--- config.mk ---
export PLATFORM = sky130hd
export DESIGN_NAME = fetch_seq
export DESIGN_NICKNAME = d
export VERILOG_FILES = /design/src/rtl/a3_ctl_pkg.sv /design/src/rtl/byte_asm.sv /design/src/rtl/fetch_seq.sv
export SDC_FILE = /design/constraint.sdc
export NUM_CORES = 1
export LEC_CHECK = 0
export ABC_AREA = 0
export CAP_MARGIN = 30
export CORE_MARGIN = 3
export CORE_UTILIZATION = 33
export DETAILED_ROUTE_END_ITERATION = 10
export PLACE_DENSITY_LB_ADDON = 0.15
export RECOVER_POWER = 100
export SLEW_MARGIN = 40
export SYNTH_ARGS = -nofsm -noshare
export SYNTH_HDL_FRONTEND = slang
export SYNTH_SLANG_ARGS = --single-unit
--- constraint.sdc ---
create_clock -name clk -period 3.7 [get_ports clk]
set_input_delay 0.37 -clock clk [delete_from_list [all_inputs] [get_ports clk]]
set_output_delay 0.37 -clock clk [all_outputs]
set_load 0.05 [all_outputs]
--- src/rtl/a3_ctl_pkg.sv ---
// rtl/a3_ctl_pkg.sv - A3 control-bus opcodes, fetch FSM states and address width
package a3_ctl_pkg;

   localparam int ADDR_W = 17;

   localparam logic [7:0] CTL_NOP       = 8'h00;
   localparam logic [7:0] CTL_READ_ADDR = 8'h02;

   typedef enum logic [1:0] {
      REQ   = 2'd0,
      WAIT  = 2'd1,
      HOLD  = 2'd2,
      DRAIN = 2'd3
   } fetch_state_t;

endpackage

--- src/rtl/byte_asm.sv ---
// rtl/byte_asm.sv - 4-byte lane-indexed assembly register with load-enable and clear
module byte_asm (
   input  logic        clk,
   input  logic        reset,
   input  logic        clear,
   input  logic        load,
   input  logic [1:0]  lane,
   input  logic [7:0]  data,
   output logic [31:0] word
);

   always_ff @(posedge clk) begin
      if (reset || clear) begin
         word <= '0;
      end else if (load) begin
         word[{lane, 3'b000} +: 8] <= data;
      end
   end

endmodule

--- src/rtl/fetch_seq.sv ---
// rtl/fetch_seq.sv - A3 instruction fetch sequencer; FETCH_SEQ_ALIGN_CHECK_EN rejects misaligned redirects
module fetch_seq
   import a3_ctl_pkg::*;
#(
   parameter logic [7:0] CTL_READ_ADDR = a3_ctl_pkg::CTL_READ_ADDR,
   parameter logic [7:0] CTL_NOP       = a3_ctl_pkg::CTL_NOP
) (
   input  logic        clk,
   input  logic        reset,
   input  logic [7:0]  bus_data_in,
   input  logic        bus_valid,
   input  logic        redirect_valid,
   input  logic [16:0] redirect_addr,
   input  logic        insn_ready,
   output logic [7:0]  ctl_op_out,
   output logic [63:0] ctl_data_out,
   output logic        insn_valid,
   output logic [31:0] insn_data,
   output logic [16:0] insn_addr
`ifdef FETCH_SEQ_ALIGN_CHECK_EN
   ,
   output logic        misalign_fault
`endif
);

   fetch_state_t        state;
   logic [ADDR_W-1:0]   fetch_addr;
   logic [1:0]          k;
   logic [ADDR_W-1:0]   ctl_addr;
   logic [31:0]         asm_word;
   logic                redirect_take;
   logic                asm_load;

`ifdef FETCH_SEQ_ALIGN_CHECK_EN
   logic misaligned;
   assign misaligned    = redirect_valid && (redirect_addr[1:0] != 2'b00);
   assign redirect_take = redirect_valid && !misaligned;
`else
   assign redirect_take = redirect_valid;
`endif

   assign ctl_data_out = {47'b0, ctl_addr};
   assign asm_load     = (state == WAIT) && bus_valid && !redirect_take;

   byte_asm u_byte_asm (
      .clk   (clk),
      .reset (reset),
      .clear (redirect_take),
      .load  (asm_load),
      .lane  (k),
      .data  (bus_data_in),
      .word  (asm_word)
   );

   always_ff @(posedge clk) begin
      if (reset) begin
         state      <= REQ;
         fetch_addr <= '0;
         k          <= '0;
         ctl_op_out <= '0;
         ctl_addr   <= '0;
         insn_valid <= 1'b0;
         insn_data  <= '0;
         insn_addr  <= '0;
`ifdef FETCH_SEQ_ALIGN_CHECK_EN
         misalign_fault <= 1'b0;
`endif
      end else begin
`ifdef FETCH_SEQ_ALIGN_CHECK_EN
         misalign_fault <= misaligned;
`endif
         if (redirect_take) begin
            fetch_addr <= redirect_addr;
            k          <= '0;
            insn_valid <= 1'b0;
            // A read is still outstanding unless its response lands this cycle
            if ((state == WAIT || state == DRAIN) && !bus_valid) begin
               state      <= DRAIN;
               ctl_op_out <= CTL_NOP;
            end else begin
               state      <= REQ;
               ctl_op_out <= CTL_READ_ADDR;
               ctl_addr   <= redirect_addr;
            end
         end else begin
            case (state)
               REQ: begin
                  // Only the first REQ after reset arrives without its read already on the bus
                  if (ctl_op_out == CTL_READ_ADDR) begin
                     state      <= WAIT;
                     ctl_op_out <= CTL_NOP;
                  end else begin
                     ctl_op_out <= CTL_READ_ADDR;
                     ctl_addr   <= fetch_addr + {15'b0, k};
                  end
               end
               WAIT: begin
                  if (bus_valid) begin
                     if (k == 2'd3) begin
                        k          <= '0;
                        insn_valid <= 1'b1;
                        insn_data  <= {bus_data_in, asm_word[23:0]};
                        insn_addr  <= fetch_addr;
                        state      <= HOLD;
                     end else begin
                        k          <= k + 2'd1;
                        state      <= REQ;
                        ctl_op_out <= CTL_READ_ADDR;
                        ctl_addr   <= fetch_addr + {15'b0, k} + 17'd1;
                     end
                  end
               end
               HOLD: begin
                  if (insn_ready) begin
                     insn_valid <= 1'b0;
                     fetch_addr <= fetch_addr + 17'd4;
                     state      <= REQ;
                     ctl_op_out <= CTL_READ_ADDR;
                     ctl_addr   <= fetch_addr + 17'd4;
                  end
               end
               DRAIN: begin
                  if (bus_valid) begin
                     state      <= REQ;
                     ctl_op_out <= CTL_READ_ADDR;
                     ctl_addr   <= fetch_addr;
                  end
               end
               default: state <= REQ;
            endcase
         end
      end
   end

endmodule

==> results.sh, run 1 <==
export IMPL_grt_use_total_pct=19.1
export IMPL_grt_max_degree=57
export IMPL_viasPerCell=5.13
export IMPL_synthMuxAreaShare_pct=0.160
export IMPL_max_stage_delay_ns=0.54
export IMPL_drtAntennaViolNets=0
export IMPL_cts_tree="built"
export IMPL_areaGrowthSynthToFinish_pct=25.0
export IMPL_fillerInstances=1920
export IMPL_syn_area_per_cell_um2=7.50
export IMPL_antenna_cells=0
export IMPL_drtPass1Iterations=7
export IMPL_finalWorstSetupSlack_ns=0.312
export IMPL_yosysWarnings=0
export IMPL_clk_latency_ns=0.42
export IMPL_regArea_um2=2260
export IMPL_place_area_um2=7210
export IMPL_ctsResizeCount=0
export IMPL_slew_headroom_pct=9.07
export IMPL_cts_sinks=113
export IMPL_yosys_area_top_type="dfxtp_1"
export IMPL_synth_simple_area_share_pct=24.0
export IMPL_r2r_start="k[0]$_SDFFE_PP0P_"
export IMPL_path_delay_family="simple AND/OR/NAND/NOR gates"
export IMPL_die_area_um2=20700
export IMPL_async_reset_ff_share_pct=0
export IMPL_synthTopCellsByArea="dfxtp_1, nand2_1, a21oi_1"
export IMPL_core_um2=18300
export IMPL_irDropWorstVdd_v=0.000341
export IMPL_synth_compound_area_share_pct=21.0
export IMPL_finalCriticalPeriod_ns=3.39
export IMPL_stdcell_area_um2=7830
export IMPL_cp_num_cells=9
export IMPL_grt_ovfl_total=0
export IMPL_drive_above_1_share_pct=6.42
export IMPL_p_leak_uw=0.00287
export IMPL_htreeDepth=4
export IMPL_drc=0
export IMPL_start_util_pct=34.2
export IMPL_grt_pass1_wl_um=30600
export IMPL_final_nets=946
export IMPL_postSynthCellCount=836
export IMPL_routabilityCongestion=0.900
export IMPL_required_ns=4.04
export IMPL_whs_path_depth=2
export IMPL_finalHoldViolCount=0
export IMPL_cts_inserted_buffers=17
export IMPL_multi_input_area_um2=3490
export IMPL_holdWs_ns=0.446
export IMPL_end_kind="register"
export IMPL_post_route_period_util_pct=91.6
export IMPL_crit_chain="ha_1 -> fa_1 -> inv_1 -> o31ai_1 -> nand3b_1 -> or3_1 -> nor3_1 -> a31oi_1 -> o31ai_1"
export IMPL_finalMaxSlewViolations=0
export IMPL_vias=5887
export IMPL_start_kind="register"
export IMPL_cp_max_fo=13
export IMPL_die_w_um=144
export IMPL_synth_ff_type="dfxtp_1"
export IMPL_path_class="reg -> reg"
export IMPL_synth_edff_count=0
export IMPL_critPathBufInv=1
export IMPL_synth_top_family_by_area="simple AND/OR/NAND/NOR gates"
export IMPL_finalSetupViolCount=0
export IMPL_first_global_vias=5439
export IMPL_finalSetupTns_ns=0
export IMPL_maxCapViolations=0
export IMPL_synth_top_cell_area_share_pct=36.1
export IMPL_arrival_ns=3.73
export IMPL_die_h_um=144
export IMPL_tightest_slew_ns=1.36
export IMPL_dpl_worst_slack_ns=0.453
export IMPL_port_buffers=97
export IMPL_placementRows=49
export IMPL_fmax_mhz=295
export IMPL_dp_hpwl_um=13900
export IMPL_crit_top_cell="o31ai_1"
export IMPL_hold_class="reg -> reg"
export IMPL_yosysSeqAreaShare_pct=36.1
export IMPL_postCtsSetupRepairBufs=0
export IMPL_ys_ff_latch=113
export IMPL_reg2reg_depth=9
export IMPL_cts_buffer_depth=2
export IMPL_critPathLaunch="k[0]$_SDFFE_PP0P_"
export IMPL_hp_start="insn_data[3]$_SDFFE_PP0P_"
export IMPL_power_total_uw=3590
export IMPL_pin_count=152
export IMPL_clockRootBuffer="clkbuf_16"
export IMPL_routed_wl_um=19500
export IMPL_rsz0062_at_grt="false"
export IMPL_synth_distinct_cells=67
export IMPL_status="completed"
export IMPL_synth_fa_ha_area_share_pct=2.12
export IMPL_power_density_nw_per_um2=459
export IMPL_syn_area_um2=6270
export IMPL_antenna_found_initial=0
export IMPL_finalClockSkew_ns=0.00609
export IMPL_crit_slowest_cell="fa_1"
export IMPL_wl_per_cell_um=16.9
export IMPL_synth_xor_area_share_pct=5.17
export IMPL_drt_iter0_markers=442
export IMPL_cts_hold_buf=0
export IMPL_clkTransAtPathRegs_ns=0.06
-- cell usage in the layout (no fill, tap or decap), types with 8 or more instances in the layout --
cell / count
nand2_1: 165
dfxtp_1: 113
a21oi_1: 107
dlygate4sd3_1: 68
nor2_1: 58
conb_1: 54
nand3_1: 41
o21ai_0: 33
clkdlybuf4s50_1: 28
xnor2_1: 25
clkbuf_16: 17
xor2_1: 12
inv_1: 11
nor3_1: 11
buf_4: 11
or3_1: 9
ha_1: 9
nand4_1: 8
a31oi_1: 8
clkbuf_1: 8
-- metrics by stage --
step / util [%] / cells
floorplan: - / 889
global placement: 39.3 / 1116
detailed placement: 39.3 / 1116
CTS: 42.9 / 1148
global route: 42.7 / 1148
finish: 42.7 / 1148
-- layer usage --
| layer | routed length, um | track usage [%] |
|---|---|---|
| met1 | 9410 | 27.6 |
| met2 | 8720 | 28.6 |
| met4 | 333 | 6.00 |
| met5 | 0 | 0 |
| met3 | 990 | 3.59 |
-- cell usage after synthesis (all sizes together) (4+ instances only) --
cell     count
a2111oi      4
a211oi       5
a21boi       7
a21oi      108
a311oi       7
a31oi        8
and2         7
and3         4
buf         70
clkbuf      49
dfxtp      113
ha           9
inv         11
nand2      165
nand3       42
nand4        8
nor2        58
nor3        11
nor3b        7
nor4         7
o211ai       6
o21a         4
o21ai       35
o31ai        4
o32ai        5
or3         10
xnor2       25
xor2        12
-- sequential cells by signal, summed over array words and instances (netlist names) --
name,count
fetch_addr,17
insn_addr,17
k,2
state,2
u_byte_asm.word,24
ctl_op_out,1
insn_data,32
ctl_addr,17
insn_valid,1
-- power by group --
| part | switching, uW | total [uW] | internal, uW |
|---|---|---|---|
| registers | 52.6 | 1300 | 1250 |
| clock network | 603 | 1820 | 1210 |
| logic | 349 | 473 | 124 |
-- tightest hold or removal path, delay by kind of cell, from the launching register on --
kind             cells  cell delay, ns
flip-flops           1            0.30
AO/OA/AOI/OAI        1            0.05
AND/OR/NAND/NOR      1            0.05
-- cells by family (layout without fill, tap and decap cells) --
family,after synthesis,count (layout)
xor+xnor,37,37
flops,113,113
other cells,1,54
mux,1,1
simple gates,331,331
buf+inv,130,160
fa+ha+maj,10,10
compound gates,213,213
-- cell type report --
class	count	area share [%]
tap	229	3.66
clock inverter	13	2.64
inverter	11	0.527
timing repair buffer	117	14.0
multi-input combinational	646	44.6
sequential	113	28.9
clock buffer	19	5.65
-- final timing paths --
| check | endpoint | slack [ns] |
|---|---|---|
| hold reg to reg | insn_data[3]$_SDFFE_PP0P_ | 0.45 |
| setup reg to reg | ctl_addr[16]$_SDFFE_PP0P_ | 0.31 |
| setup / recovery | ctl_addr[16]$_SDFFE_PP0P_ | 0.31 |
| hold / removal | insn_data[3]$_SDFFE_PP0P_ | 0.45 |
No activity file was read; power rests on OpenSTA's default activity.
==> inputs of run 2 (changes only) <==
- CORE_ASPECT_RATIO: not set -> 0.9
- MAX_ROUTING_LAYER: not set -> met4
==> results.sh, run 2 (synthesized netlist as in run 1, its figures left out) <==
export IMPL_status="complete, but fails checks"
export IMPL_failed_checks="capacitance limit, slew limit"
export IMPL_start_util_pct=33.8
export IMPL_switching_share_pct=27.7
export IMPL_areaGrowthSynthToFinish_pct=25.7
export IMPL_rsz0062_at_grt="false"
export IMPL_antenna_found_initial=0
export IMPL_finalHoldViolCount=0
export IMPL_finalCriticalPeriod_ns=3.35
export IMPL_routed_wl_um=19900
export IMPL_postCtsSetupRepairBufs=0
export IMPL_top_regs="insn_data x32, u_byte_asm.word x24"
export IMPL_routabilityCongestion=0.921
export IMPL_layout_common_cells="nand2_1, dfxtp_1, a21oi_1"
export IMPL_start_kind="input port"
export IMPL_cts_sinks=113
export IMPL_drtAntennaViolNets=0
export IMPL_cts_buffer_depth=2
export IMPL_antenna_cells=0
export IMPL_slew_headroom_pct=-57.5
export IMPL_final_nets=948
export IMPL_combPwrFrac_pct=13.5
export IMPL_largest_register_ffs=32
export IMPL_ctsResizeCount=0
export IMPL_fmax_mhz=299
export IMPL_finalSetupViolCount=0
export IMPL_die_area_um2=20700
export IMPL_vias=5995
export IMPL_multi_input_area_um2=3490
export IMPL_placementRows=47
export IMPL_drc=0
export IMPL_first_global_vias=5574
export IMPL_grt_max_degree=88
export IMPL_port_buffers=97
export IMPL_net_switching_power_uw=991
export IMPL_die_h_um=137
export IMPL_htreeDepth=4
export IMPL_fillerInstances=1957
export IMPL_final_util_pct=42.5
export IMPL_clockRootBuffer="clkbuf_16"
export IMPL_grt_use_total_pct=19.9
export IMPL_clockPowerShare_pct=50.3
export IMPL_core_um2=18500
export IMPL_mostFrequentLayoutCell="nand2_1"
export IMPL_pin_count=152
export IMPL_dp_hpwl_um=13800
export IMPL_drtPass1Iterations=7
export IMPL_cp_max_fo=33
export IMPL_arrival_ns=3.64
export IMPL_clkTransAtPathRegs_ns=0.05
export IMPL_hold_class="reg -> reg"
export IMPL_wl_per_cell_um=17.1
export IMPL_viasPerCell=5.14
export IMPL_regMostFlops="insn_data"
export IMPL_dpl_worst_slack_ns=0.488
export IMPL_finalMaxSlewViolations=34
export IMPL_finalWorstSetupSlack_ns=0.351
export IMPL_maxCapViolations=1
export IMPL_irDropWorstVdd_v=0.000328
export IMPL_finalSetupTns_ns=0
export IMPL_cts_hold_buf=0
export IMPL_p_leak_uw=0.00289
export IMPL_post_route_period_util_pct=90.5
export IMPL_regArea_um2=2260
export IMPL_p_int_uw=2590
export IMPL_required_ns=4.00
export IMPL_drt_iter0_markers=470
export IMPL_cts_tree="built"
export IMPL_r2r_setup_slack_ns=0.40
export IMPL_drive_above_1_share_pct=6.51
export IMPL_grt_pass1_wl_um=31100
export IMPL_grt_ovfl_total=0
export IMPL_finalClockSkew_ns=0.0109
export IMPL_tightest_slew_ns=2.36
export IMPL_power_density_nw_per_um2=454
export IMPL_end_kind="register"
export IMPL_path_class="in -> reg"
export IMPL_p_seq_share_pct=36.1
export IMPL_clk_latency_ns=0.42
export IMPL_die_w_um=151
export IMPL_cts_inserted_buffers=17
[run 2: layer usage]
metal | global-route usage, % | part of all wire [%] | up-vias
met5 | - | 0 | -
met2 | 28.8 | 44 | 204
li1 | - | - | 2929
met1 | 28.2 | 50 | 2835
met4 | 5.09 | 1.3 | 0
met3 | 3.97 | 5.3 | 27
[run 2: power by group through the flow]
stage | clock, uW | combinational (uW) | sequential, uW
final | 1800 | 485 | 1290
after detailed placement | 0 | 488 | 1320
after global placement | 0 | 489 | 1320
after floorplan | 0 | 344 | 1360
after CTS | 1830 | 491 | 1290
after global routing | 1890 | 519 | 1300
[run 2: area by class of cell]
cell class,count,area share [%]
multi-input combinational,646,44.3
tap,245,3.89
clock buffer,22,5.76
sequential,113,28.7
clock inverter,10,2.32
timing repair buffer,119,14.5
inverter,11,0.524
[run 2: final timing paths]
check                             start                         end  cells after the start
min reg2reg  insn_data[25]$_SDFFE_PP0P_  insn_data[25]$_SDFFE_PP0P_                      2
min          insn_data[25]$_SDFFE_PP0P_  insn_data[25]$_SDFFE_PP0P_                      2
max reg2reg           k[0]$_SDFFE_PP0P_    ctl_addr[8]$_SDFFE_PP0P_                      9
max                      redirect_valid   ctl_addr[11]$_SDFFE_PP0P_                      6
[run 2: worst max-delay path, stage by stage]
cell and delay [ns]:
dlygate4sd3_1 0.69, or2_0 1.75, nor2_1 0.40, o21a_1 0.26, nand4_1 0.09, nand3_1 0.08
[run 2: per-stage QoR]
stage,area (um2),hold slack (ns),total power (uW),std cells
6_report,7880,0.447,3580,1166
5_1_grt,7880,0.467,3700,1166
4_1_cts,7900,0.452,3610,1166
3_5_place_dp,7260,0.444,1810,1134
3_3_place_gp,7250,0.440,1810,1134
2_1_floorplan,6470,0.432,1700,889
